==> src/rtl/cordic_controller_if.sv <==
// Control bundle between cordic_controller (master) and its requester/datapath (slave).
// CORDIC_CTRL_ABORT_EN adds the abort_i request line.
`timescale 1ns/1ps
interface cordic_controller_if;
  logic       start_i;
  logic       valid_i;
`ifdef CORDIC_CTRL_ABORT_EN
  logic       abort_i;
`endif
  logic       busy_o;
  logic       done_o;
  logic       start_o;
  logic       check_for_termination_o;
  logic [2:0] mode_o;
  logic       wren_x_n_o;
  logic       wren_y_n_o;
  logic       wren_phi_sum_o;
  logic       wren_sigma_n_o;
  logic       wren_x_0_o;
  logic       wren_y_0_o;
  logic       x_0_to_alu_a_o;
  logic       y_0_to_alu_a_o;
  logic       edb_to_alu_a_o;
  logic       one_to_alu_a_o;
  logic       x_0_to_alu_b_o;
  logic       y_0_to_alu_b_o;
  logic       n_to_alu_b_o;
  logic       sigma_n_to_alu_b_o;
  logic       phi_sum_to_alu_b_o;
  logic       phi_to_alu_b_o;

  modport master (
`ifdef CORDIC_CTRL_ABORT_EN
    input  abort_i,
`endif
    input  start_i, valid_i,
    output busy_o, done_o, start_o, check_for_termination_o, mode_o,
    output wren_x_n_o, wren_y_n_o, wren_phi_sum_o, wren_sigma_n_o, wren_x_0_o, wren_y_0_o,
    output x_0_to_alu_a_o, y_0_to_alu_a_o, edb_to_alu_a_o, one_to_alu_a_o,
    output x_0_to_alu_b_o, y_0_to_alu_b_o, n_to_alu_b_o, sigma_n_to_alu_b_o,
    output phi_sum_to_alu_b_o, phi_to_alu_b_o
  );

  modport slave (
`ifdef CORDIC_CTRL_ABORT_EN
    output abort_i,
`endif
    output start_i, valid_i,
    input  busy_o, done_o, start_o, check_for_termination_o, mode_o,
    input  wren_x_n_o, wren_y_n_o, wren_phi_sum_o, wren_sigma_n_o, wren_x_0_o, wren_y_0_o,
    input  x_0_to_alu_a_o, y_0_to_alu_a_o, edb_to_alu_a_o, one_to_alu_a_o,
    input  x_0_to_alu_b_o, y_0_to_alu_b_o, n_to_alu_b_o, sigma_n_to_alu_b_o,
    input  phi_sum_to_alu_b_o, phi_to_alu_b_o
  );
endinterface

==> src/rtl/cordic_controller.sv <==
// Moore sequencer for cordic_datapath: WAIT, then S0..S8 per rotation iteration, then DONE.
// Define CORDIC_CTRL_ABORT_EN to add abort_i (returns to IDLE from any busy state).
`timescale 1ns/1ps
module cordic_controller (
  input logic                 clk,
  input logic                 rst,
  cordic_controller_if.master bus
);
  localparam int unsigned STATE_W = 4;
  localparam int unsigned MODE_W  = 3;

  localparam logic [STATE_W-1:0] IDLE = 4'd0;
  localparam logic [STATE_W-1:0] WAIT = 4'd1;
  localparam logic [STATE_W-1:0] S0   = 4'd2;
  localparam logic [STATE_W-1:0] S1   = 4'd3;
  localparam logic [STATE_W-1:0] S2   = 4'd4;
  localparam logic [STATE_W-1:0] S3   = 4'd5;
  localparam logic [STATE_W-1:0] S4   = 4'd6;
  localparam logic [STATE_W-1:0] S5   = 4'd7;
  localparam logic [STATE_W-1:0] S6   = 4'd8;
  localparam logic [STATE_W-1:0] S7   = 4'd9;
  localparam logic [STATE_W-1:0] S8   = 4'd10;
  localparam logic [STATE_W-1:0] DONE = 4'd11;

  localparam logic [MODE_W-1:0] MODE_ADD   = 3'd0;
  localparam logic [MODE_W-1:0] MODE_SHR   = 3'd1;
  localparam logic [MODE_W-1:0] MODE_XUPD  = 3'd2;
  localparam logic [MODE_W-1:0] MODE_YUPD  = 3'd3;
  localparam logic [MODE_W-1:0] MODE_SGNA  = 3'd4;
  localparam logic [MODE_W-1:0] MODE_BADDC = 3'd5;
  localparam logic [MODE_W-1:0] MODE_BSUBC = 3'd6;

  logic [STATE_W-1:0] state, next_state;
  logic               abort;

`ifdef CORDIC_CTRL_ABORT_EN
  assign abort = bus.abort_i;
`else
  assign abort = 1'b0;
`endif

  // Registered control outputs; *_d is the decode of next_state so *_q tracks state.
  logic              busy_d, done_d, check_d;
  logic [MODE_W-1:0] mode_d;
  logic              wr_xn_d, wr_yn_d, wr_phi_d, wr_sig_d, wr_x0_d, wr_y0_d;
  logic              a_x0_d, a_y0_d, a_edb_d, a_one_d;
  logic              b_x0_d, b_y0_d, b_n_d, b_sig_d, b_phisum_d, b_phi_d;

  logic              busy_q, done_q, check_q;
  logic [MODE_W-1:0] mode_q;
  logic              wr_xn_q, wr_yn_q, wr_phi_q, wr_sig_q, wr_x0_q, wr_y0_q;
  logic              a_x0_q, a_y0_q, a_edb_q, a_one_q;
  logic              b_x0_q, b_y0_q, b_n_q, b_sig_q, b_phisum_q, b_phi_q;

  // Next-state and output decode
  always_comb begin
    next_state = IDLE;
    busy_d     = 1'b0;
    done_d     = 1'b0;
    check_d    = 1'b0;
    mode_d     = MODE_ADD;
    wr_xn_d    = 1'b0;
    wr_yn_d    = 1'b0;
    wr_phi_d   = 1'b0;
    wr_sig_d   = 1'b0;
    wr_x0_d    = 1'b0;
    wr_y0_d    = 1'b0;
    a_x0_d     = 1'b0;
    a_y0_d     = 1'b0;
    a_edb_d    = 1'b0;
    a_one_d    = 1'b0;
    b_x0_d     = 1'b0;
    b_y0_d     = 1'b0;
    b_n_d      = 1'b0;
    b_sig_d    = 1'b0;
    b_phisum_d = 1'b0;
    b_phi_d    = 1'b0;

    case (state)
      IDLE:                           next_state = bus.start_i ? WAIT : IDLE;
      WAIT:                           next_state = S0;
      S0, S1, S2, S3, S4, S5, S6, S7: next_state = STATE_W'(state + 4'd1);
      S8:                             next_state = bus.valid_i ? DONE : S0;
      DONE:                           next_state = IDLE;
      default:                        next_state = IDLE;
    endcase
    if (abort && (state != IDLE)) next_state = IDLE;

    busy_d  = (next_state != IDLE) && (next_state != DONE);
    done_d  = (next_state == DONE);
    check_d = (next_state == S8);

    // Write enables trail their operand selects by one state (registered ALU result)
    case (next_state)
      S0: begin a_y0_d = 1'b1; b_n_d = 1'b1; mode_d = MODE_SHR; end
      S1: begin a_x0_d = 1'b1; b_sig_d = 1'b1; mode_d = MODE_XUPD; end
      S2: begin wr_xn_d = 1'b1; a_x0_d = 1'b1; b_n_d = 1'b1; mode_d = MODE_SHR; end
      S3: begin a_y0_d = 1'b1; b_sig_d = 1'b1; mode_d = MODE_YUPD; end
      S4: begin wr_yn_d = 1'b1; a_edb_d = 1'b1; b_sig_d = 1'b1; mode_d = MODE_SGNA; end
      S5: begin b_phisum_d = 1'b1; mode_d = MODE_BADDC; end
      S6: begin wr_phi_d = 1'b1; b_phi_d = 1'b1; mode_d = MODE_BSUBC; end
      S7: begin
        wr_sig_d = 1'b1; wr_x0_d = 1'b1; wr_y0_d = 1'b1;
        a_one_d  = 1'b1; b_n_d = 1'b1; mode_d = MODE_ADD;
      end
      default: ;
    endcase
  end

  always_ff @(posedge clk) begin
    if (rst) begin
      state      <= IDLE;
      busy_q     <= 1'b0;
      done_q     <= 1'b0;
      check_q    <= 1'b0;
      mode_q     <= MODE_ADD;
      wr_xn_q    <= 1'b0;
      wr_yn_q    <= 1'b0;
      wr_phi_q   <= 1'b0;
      wr_sig_q   <= 1'b0;
      wr_x0_q    <= 1'b0;
      wr_y0_q    <= 1'b0;
      a_x0_q     <= 1'b0;
      a_y0_q     <= 1'b0;
      a_edb_q    <= 1'b0;
      a_one_q    <= 1'b0;
      b_x0_q     <= 1'b0;
      b_y0_q     <= 1'b0;
      b_n_q      <= 1'b0;
      b_sig_q    <= 1'b0;
      b_phisum_q <= 1'b0;
      b_phi_q    <= 1'b0;
    end else begin
      state      <= next_state;
      busy_q     <= busy_d;
      done_q     <= done_d;
      check_q    <= check_d;
      mode_q     <= mode_d;
      wr_xn_q    <= wr_xn_d;
      wr_yn_q    <= wr_yn_d;
      wr_phi_q   <= wr_phi_d;
      wr_sig_q   <= wr_sig_d;
      wr_x0_q    <= wr_x0_d;
      wr_y0_q    <= wr_y0_d;
      a_x0_q     <= a_x0_d;
      a_y0_q     <= a_y0_d;
      a_edb_q    <= a_edb_d;
      a_one_q    <= a_one_d;
      b_x0_q     <= b_x0_d;
      b_y0_q     <= b_y0_d;
      b_n_q      <= b_n_d;
      b_sig_q    <= b_sig_d;
      b_phisum_q <= b_phisum_d;
      b_phi_q    <= b_phi_d;
    end
  end

  // start_o alone is combinational so the datapath sees the request in the accepting cycle
  assign bus.start_o                 = (state == IDLE) && bus.start_i;
  assign bus.busy_o                  = busy_q;
  assign bus.done_o                  = done_q;
  assign bus.check_for_termination_o = check_q;
  assign bus.mode_o                  = mode_q;
  assign bus.wren_x_n_o              = wr_xn_q;
  assign bus.wren_y_n_o              = wr_yn_q;
  assign bus.wren_phi_sum_o          = wr_phi_q;
  assign bus.wren_sigma_n_o          = wr_sig_q;
  assign bus.wren_x_0_o              = wr_x0_q;
  assign bus.wren_y_0_o              = wr_y0_q;
  assign bus.x_0_to_alu_a_o          = a_x0_q;
  assign bus.y_0_to_alu_a_o          = a_y0_q;
  assign bus.edb_to_alu_a_o          = a_edb_q;
  assign bus.one_to_alu_a_o          = a_one_q;
  assign bus.x_0_to_alu_b_o          = b_x0_q;
  assign bus.y_0_to_alu_b_o          = b_y0_q;
  assign bus.n_to_alu_b_o            = b_n_q;
  assign bus.sigma_n_to_alu_b_o      = b_sig_q;
  assign bus.phi_sum_to_alu_b_o      = b_phisum_q;
  assign bus.phi_to_alu_b_o          = b_phi_q;
endmodule

==> src/flat_wrapper.sv <==
// flat-port wrapper written by rule: the top's interface ports become plain ports
module cordic_controller_flat 
  (clk, rst, bus_start_i, bus_valid_i, bus_busy_o, bus_done_o, bus_start_o, bus_check_for_termination_o, bus_mode_o, bus_wren_x_n_o, bus_wren_y_n_o, bus_wren_phi_sum_o, bus_wren_sigma_n_o, bus_wren_x_0_o, bus_wren_y_0_o, bus_x_0_to_alu_a_o, bus_y_0_to_alu_a_o, bus_edb_to_alu_a_o, bus_one_to_alu_a_o, bus_x_0_to_alu_b_o, bus_y_0_to_alu_b_o, bus_n_to_alu_b_o, bus_sigma_n_to_alu_b_o, bus_phi_sum_to_alu_b_o, bus_phi_to_alu_b_o);
  cordic_controller_if bus_i ();
  input logic clk;
  input logic rst;
  input wire logic [$bits(bus_i.start_i)-1:0] bus_start_i;
  input wire logic [$bits(bus_i.valid_i)-1:0] bus_valid_i;
  output wire logic [$bits(bus_i.busy_o)-1:0] bus_busy_o;
  output wire logic [$bits(bus_i.done_o)-1:0] bus_done_o;
  output wire logic [$bits(bus_i.start_o)-1:0] bus_start_o;
  output wire logic [$bits(bus_i.check_for_termination_o)-1:0] bus_check_for_termination_o;
  output wire logic [$bits(bus_i.mode_o)-1:0] bus_mode_o;
  output wire logic [$bits(bus_i.wren_x_n_o)-1:0] bus_wren_x_n_o;
  output wire logic [$bits(bus_i.wren_y_n_o)-1:0] bus_wren_y_n_o;
  output wire logic [$bits(bus_i.wren_phi_sum_o)-1:0] bus_wren_phi_sum_o;
  output wire logic [$bits(bus_i.wren_sigma_n_o)-1:0] bus_wren_sigma_n_o;
  output wire logic [$bits(bus_i.wren_x_0_o)-1:0] bus_wren_x_0_o;
  output wire logic [$bits(bus_i.wren_y_0_o)-1:0] bus_wren_y_0_o;
  output wire logic [$bits(bus_i.x_0_to_alu_a_o)-1:0] bus_x_0_to_alu_a_o;
  output wire logic [$bits(bus_i.y_0_to_alu_a_o)-1:0] bus_y_0_to_alu_a_o;
  output wire logic [$bits(bus_i.edb_to_alu_a_o)-1:0] bus_edb_to_alu_a_o;
  output wire logic [$bits(bus_i.one_to_alu_a_o)-1:0] bus_one_to_alu_a_o;
  output wire logic [$bits(bus_i.x_0_to_alu_b_o)-1:0] bus_x_0_to_alu_b_o;
  output wire logic [$bits(bus_i.y_0_to_alu_b_o)-1:0] bus_y_0_to_alu_b_o;
  output wire logic [$bits(bus_i.n_to_alu_b_o)-1:0] bus_n_to_alu_b_o;
  output wire logic [$bits(bus_i.sigma_n_to_alu_b_o)-1:0] bus_sigma_n_to_alu_b_o;
  output wire logic [$bits(bus_i.phi_sum_to_alu_b_o)-1:0] bus_phi_sum_to_alu_b_o;
  output wire logic [$bits(bus_i.phi_to_alu_b_o)-1:0] bus_phi_to_alu_b_o;
  assign bus_i.start_i = bus_start_i;
  assign bus_i.valid_i = bus_valid_i;
  assign bus_busy_o = bus_i.busy_o;
  assign bus_done_o = bus_i.done_o;
  assign bus_start_o = bus_i.start_o;
  assign bus_check_for_termination_o = bus_i.check_for_termination_o;
  assign bus_mode_o = bus_i.mode_o;
  assign bus_wren_x_n_o = bus_i.wren_x_n_o;
  assign bus_wren_y_n_o = bus_i.wren_y_n_o;
  assign bus_wren_phi_sum_o = bus_i.wren_phi_sum_o;
  assign bus_wren_sigma_n_o = bus_i.wren_sigma_n_o;
  assign bus_wren_x_0_o = bus_i.wren_x_0_o;
  assign bus_wren_y_0_o = bus_i.wren_y_0_o;
  assign bus_x_0_to_alu_a_o = bus_i.x_0_to_alu_a_o;
  assign bus_y_0_to_alu_a_o = bus_i.y_0_to_alu_a_o;
  assign bus_edb_to_alu_a_o = bus_i.edb_to_alu_a_o;
  assign bus_one_to_alu_a_o = bus_i.one_to_alu_a_o;
  assign bus_x_0_to_alu_b_o = bus_i.x_0_to_alu_b_o;
  assign bus_y_0_to_alu_b_o = bus_i.y_0_to_alu_b_o;
  assign bus_n_to_alu_b_o = bus_i.n_to_alu_b_o;
  assign bus_sigma_n_to_alu_b_o = bus_i.sigma_n_to_alu_b_o;
  assign bus_phi_sum_to_alu_b_o = bus_i.phi_sum_to_alu_b_o;
  assign bus_phi_to_alu_b_o = bus_i.phi_to_alu_b_o;
  cordic_controller u_core (.clk(clk), .rst(rst), .bus(bus_i));
endmodule
==> config.mk <==
export PLATFORM = sky130hd
export DESIGN_NAME = cordic_controller_flat
export DESIGN_NICKNAME = d
export VERILOG_FILES = /design/src/rtl/cordic_controller_if.sv /design/src/rtl/cordic_controller.sv /design/src/flat_wrapper.sv
export SDC_FILE = /design/constraint.sdc
export NUM_CORES = 1
export LEC_CHECK = 0
export BUFFER_PORTS_ARGS = -buffer_cell sky130_fd_sc_hd__buf_2
export CORE_MARGIN = 10
export CORE_UTILIZATION = 45
export CTS_CLUSTER_DIAMETER = 50
export DETAILED_ROUTE_END_ITERATION = 16
export PLACE_DENSITY = 0.72
export SETUP_SLACK_MARGIN = 0.1
export SLEW_MARGIN = 40
export SYNTH_ARGS = -nofsm -noshare
export SYNTH_HDL_FRONTEND = slang
export SYNTH_SLANG_ARGS = --single-unit
export TNS_END_PERCENT = 100
==> constraint.sdc <==
create_clock -name clk -period 2 [get_ports clk]
set_clock_uncertainty 0.1 [all_clocks]
set_input_delay 0.2 -clock clk [delete_from_list [all_inputs] [get_ports clk]]
set_output_delay 0.2 -clock clk [all_outputs]
set_load 0.05 [all_outputs]
* After elaboration in Yosys (flattened, before gate mapping)
Index checks and enable logic that the tools add are counted.
** Storage, ports and cells
- Memories :: 0
- Register bits after elaboration :: 19
- Bits in writable memories :: 0
- ROM bits :: 0
- Bits in latches :: 0
** Operators by class
- Shift-type cells :: 0
- Equal/unequal tests :: 21
- Divide/modulo/power cells :: 0
- Reductions and logical operators :: 10
- $lt $le $gt $ge :: 0
- Bitwise gates (word level) :: 0
- Multiplexer cells :: 13
- Add/sub/neg operators :: 1
- $mul :: 0
** Operators with widths (count)
- $eq 4x3->1 const B :: 8
- $eq 4x4->1 const B :: 7
- $pmux 3 s6 :: 1
- $eq 4x2->1 const B :: 4
- $pmux 4 s4 :: 1
- $mux 1 :: 10
- $reduce_or 8->1 :: 1
- $reduce_or 2->1 :: 3
- $reduce_or 3->1 :: 2
- $add 4x1->4 const B :: 1
- $eq 4x1->1 const B :: 1
- $logic_not 4->1 :: 1
- $mux 4 :: 1
- $ne 4x4->1 const B :: 1
- $reduce_bool 4->1 :: 1
- $logic_and 1x1->1 :: 2

* Longest topological paths before layout
- Depth after elaboration :: 6
- Gate-level depth with buffers :: 9
- Mapped depth without buffers :: 8

* Worst setup path after synthesis
No wires, ideal clock.
- Path kind :: reg-to-reg
- Start :: register u_core.state[0]
- End :: register u_core.busy_q, in the netlist u_core.bus.busy_o
- Data arrival time :: 1768 ps
- Data required time :: 1768 ps
- Library setup time :: 132 ps
- Cell stages (with the launch flop) :: 10
- Setup slack :: 1 ps
- Path through :: dfxtp_1 -> inv_1 -> ha_1 -> buf_6 -> nor3_1 -> a221oi_2 -> or2_1 -> buf_4 -> nor4_1 -> nor3_1
** Between the ends
- Cells in the longest elaborated chain, start to end :: 5
- Elaborated cells between the ends (all ways) :: 17
** RTL lines
- from (decl) :: RTL line cordic_controller.sv:33 : logic [STATE_W-1:0] state, next_state;
- from (signal assigned) :: RTL line cordic_controller.sv:134 : state <= next_state;
- $eq 4x2->1, or another cell as far along :: RTL line cordic_controller.sv:79 : case (state)
- $reduce_or 8->1 :: RTL line cordic_controller.sv:79
- $pmux 4 s4 (*) :: RTL line cordic_controller.sv:79
- $ne 4x4->1 / $reduce_bool 4->1 (equally long branches) :: RTL line cordic_controller.sv:89 : busy_d = (next_state != IDLE) && (next_state != DONE);
- $logic_and 1x1->1 (*) :: RTL line cordic_controller.sv:89
- to (signal assigned) :: RTL line cordic_controller.sv:135 : busy_q <= busy_d;
- to (decl) :: RTL line cordic_controller.sv:49 : logic busy_q, done_q, check_q;
Mark *: on every way between the ends. The rest lies on a longest branch, timed or not.
A chain may end at the register's enable or synchronous reset.

* Worst setup path in the final report
- Start :: register u_core.state[0]
- End :: register u_core.b_sig_q, in the netlist u_core.bus.sigma_n_to_alu_b_o
** Between the ends
- Cells in the longest elaborated chain, start to end :: 6
- Elaborated cells between the ends (all ways) :: 19
** RTL lines
- $eq 4x2->1, or another cell as far along :: RTL line cordic_controller.sv:79
- $reduce_or 8->1 :: RTL line cordic_controller.sv:79
- $pmux 4 s4 (*) :: RTL line cordic_controller.sv:79
- $eq 4x2->1 / $eq 4x3->1 (equally long branches) :: RTL line cordic_controller.sv:94 : case (next_state)
- $reduce_or 3->1 (no line) (*)
- $mux 1 (*) :: RTL line cordic_controller.sv:94
- to (signal assigned) :: RTL line cordic_controller.sv:152 : b_sig_q <= b_sig_d;
- to (decl) :: RTL line cordic_controller.sv:53 : logic b_x0_q, b_y0_q, b_n_q, b_sig_q, b_phisum_q, b_phi_q;
Marks and branches as above.

==> impl_metrics.py <==
metrics = {
    "grt": {
        "grtUsageTotal": 0.105,
        "grt_pass1_wl_um": 3910,
        "grt_max_degree": 12,
        "gr-total-overflow": 0,
        "grt_pass1_vias": 899,
        "antenna_found_initial": 0,
    },
    "clocking": {
        "clockBufferDepth": 2,
        "ctsHoldBuffers": 0,
        "cts.htree.levels": 1,
        "cts_inserted_buffers": 3,
        "cts_root_buf": "clkbuf_4",
        "numClockSinks": 19,
        "cts_tree": "built",
        "clkTransAtPathRegs_ns": 0.10,
        "clk_latency_ns": 0.30,
    },
    "final_layout": {
        "n_antenna_cell": 0,
        "drive_gt1_frac": 0.558,
        "final_cell_mix": "24 x buf_2, 15 x dfxtp_1, 10 x buf_4",
        "area_delta_synth_final_pct": 32.0,
        "fin_cells": 175,
        "fillers": 191,
        "final_common_cell": "buf_2",
        "final_nets": 156,
    },
    "floorplanning": {
        "rows": 17,
        "start_util": 0.478,
        "die_h_um": 68.7,
        "fp.dieArea_mm2": 0.00472,
        "die_w_um": 68.7,
        "coreArea_mm2": 0.00223,
        "ioPinCount": 27,
    },
    "synthesis": {
        "ys.flop_type": "dfxtp_1",
        "synth_edf_count": 0,
        "synth_cell_type_count": 37,
        "ys_seq_area_frac": 0.356,
        "async_flop_share": 0,
        "ys_seq_elements": 19,
        "netlist_instances": 123,
        "ys.warnings.count": 0,
        "syn_area_mm2": 0.00107,
        "syn_avg_cell_area_um2": 8.69,
    },
    "critical_path": {
        "worstPathRequired_ns": 2.14,
        "end_kind": "register",
        "start_kind": "register",
        "regToRegSetupSlack_ns": 0.07,
        "worstPathCellList": "inv_4 -> ha_4 -> nor4_4 -> o32a_1 -> buf_4 -> nand2b_4 -> o22ai_2",
        "reg2reg_from": "u_core.state[0]$_SDFF_PP0_",
        "cpPeakStageDelay_ns": 0.41,
        "cpMaxStageDelayCell": "dfxtp_4",
        "reg2reg_depth": 7,
        "critical_path_class": "reg -> reg",
        "r2r-end": "u_core.bus.sigma_n_to_alu_b_o$_SDFF_PP0_",
        "path_max_fanout": 8,
        "cp.arrival_ns": 2.07,
    },
    "sta": {
        "min_period_ns": 1.93,
        "fmax_ghz": 0.518,
        "timing.hold.ws_ns": 0.111,
        "drv_slew": 0,
        "setup-tns-final_ns": 0,
        "hold_viol_final": 0,
        "fin_crit_sh": 0.964,
        "setup_viol": 0,
        "rsz0062_at_grt": "yes",
    },
    "routing": {
        "first_pass_iters": 5,
        "routed_wl_um": 2770,
        "final_antenna_net_count": 0,
        "viasPerCell": 5.61,
        "drc_errors": 0,
        "num_vias": 982,
        "wl_per_cell_um": 15.8,
        "first_iter_violations": 35,
    },
    "pwr": {
        "p_leak_nw": 0.579,
        "power_density_mw_per_mm2": 636,
        "total_power_w": 0.000897,
        "ir_drop_mv": 0.400,
    },
    "place": {
        "gp_congestion": 0.797,
        "dp_hpwl_um": 1680,
        "dp_cells": 167,
        "port_buffers": 24,
    },
    "run": {
        "max-cap-violations": 0,
    },
    "run_status": {
        "status": "completed",
    },
    "min_path": {
        "whs_path_depth": 2,
        "min_path_type": "in -> reg",
        "holdPathEnd": "u_core.state[2]$_SDFF_PP0_",
        "hp-start": "rst",
    },
}
==> layout make-up <==
cell class,count,area (µm²),share of cell area
inverters,4,20.0,0.0142
flip-flops and latches,19,390,0.277
clock inverters,1,5.00,0.00355
clock buffers,3,22.5,0.0160
multi-input cells,85,734,0.521
well taps,28,35.0,0.0248
repair buffers,35,203,0.144
==> cell usage after synthesis, drive strengths merged (3+ instances only) <==
library cell	number	share of area
dfxtp	19	0.36
buf	15	0.12
nand2	13	0.048
nor2	11	0.041
nor3	9	0.042
nand2b	7	0.048
nand3	6	0.033
a21oi	4	0.019
ha	4	0.047
inv	4	0.014
o21ai	4	0.019
nand4	3	0.018
==> through the flow <==
step / setup slack (ns) / utilization / instance area, µm²
global route: 0.0127 / 0.631 / 1410
detailed placement: -0.0741 / 0.518 / 1160
global placement: -0.0133 / 0.518 / 1160
floorplan: 0.102 / - / 1080
CTS: 0.0834 / 0.564 / 1260
finish: 0.0713 / 0.631 / 1410
==> worst max-delay path by stage <==
stage,start,end,depth (start not counted)
floorplan,u_core.state[0]$_SDFF_PP0_,u_core.bus.busy_o$_SDFF_PP0_,9
global placement,u_core.state[1]$_SDFF_PP0_,u_core.bus.mode_o[0]$_SDFF_PP0_,7
detailed placement,u_core.state[1]$_SDFF_PP0_,u_core.bus.mode_o[1]$_SDFF_PP0_,7
CTS,u_core.state[0]$_SDFF_PP0_,u_core.bus.mode_o[1]$_SDFF_PP0_,6
global route,u_core.state[0]$_SDFF_PP0_,u_core.bus.y_0_to_alu_a_o$_SDFF_PP0_,8
finish,u_core.state[0]$_SDFF_PP0_,u_core.bus.sigma_n_to_alu_b_o$_SDFF_PP0_,7
==> logic make-up after synthesis <==
group / Yosys count / synth area share
AND/OR/NAND/NOR: 56 / 0.279
AO/OA/AOI/OAI: 22 / 0.172
buffers and inverters: 20 / 0.135
flip-flops: 19 / 0.356
adder cells (fa/ha/maj): 4 / 0.0468
XOR/XNOR: 1 / 0.00820
other: 1 / 0.00351
==> report_power, final <==
group          total (W)  internal (W)  switching, W
registers       0.000401      0.000391     0.0000106
clock network   0.000194     0.0000747      0.000119
logic           0.000302      0.000113      0.000189
==> timing repair <==
item                                    4_1_cts  5_1_grt
setup buffers                                 1        3
endpoints found under the setup margin       16       15
resized for setup                            16       34
pin swaps                                     2       12
==> worst max-delay path: cells and delay by family (launching register included) <==
| kind | cells | cell delay, ns |
|---|---|---|
| flops | 1 | 0.41 |
| buf+inv | 2 | 0.24 |
| fa+ha+maj | 1 | 0.20 |
| compound gates | 2 | 0.50 |
| simple gates | 2 | 0.42 |
==> registers in the layout (all words and copies together), names as in the netlist <==
register	flops
u_core.state	4
u_core.bus.mode_o	3
u_core.bus.busy_o	1
u_core.bus.check_for_termination_o	1
u_core.bus.done_o	1
u_core.bus.edb_to_alu_a_o	1
u_core.bus.n_to_alu_b_o	1
u_core.bus.one_to_alu_a_o	1
u_core.bus.phi_sum_to_alu_b_o	1
u_core.bus.phi_to_alu_b_o	1
u_core.bus.sigma_n_to_alu_b_o	1
u_core.bus.wren_x_n_o	1
u_core.bus.x_0_to_alu_a_o	1
u_core.bus.y_0_to_alu_a_o	1
==> layer usage <==
| metal | part of all wire | track usage |
|---|---|---|
| met1 | 0.41 | 0.122 |
| met5 | 0 | 0 |
| met2 | 0.48 | 0.172 |
| met3 | 0.087 | 0.0274 |
| met4 | 0.023 | 0.0616 |
No activity file was read; power rests on OpenSTA's default activity.
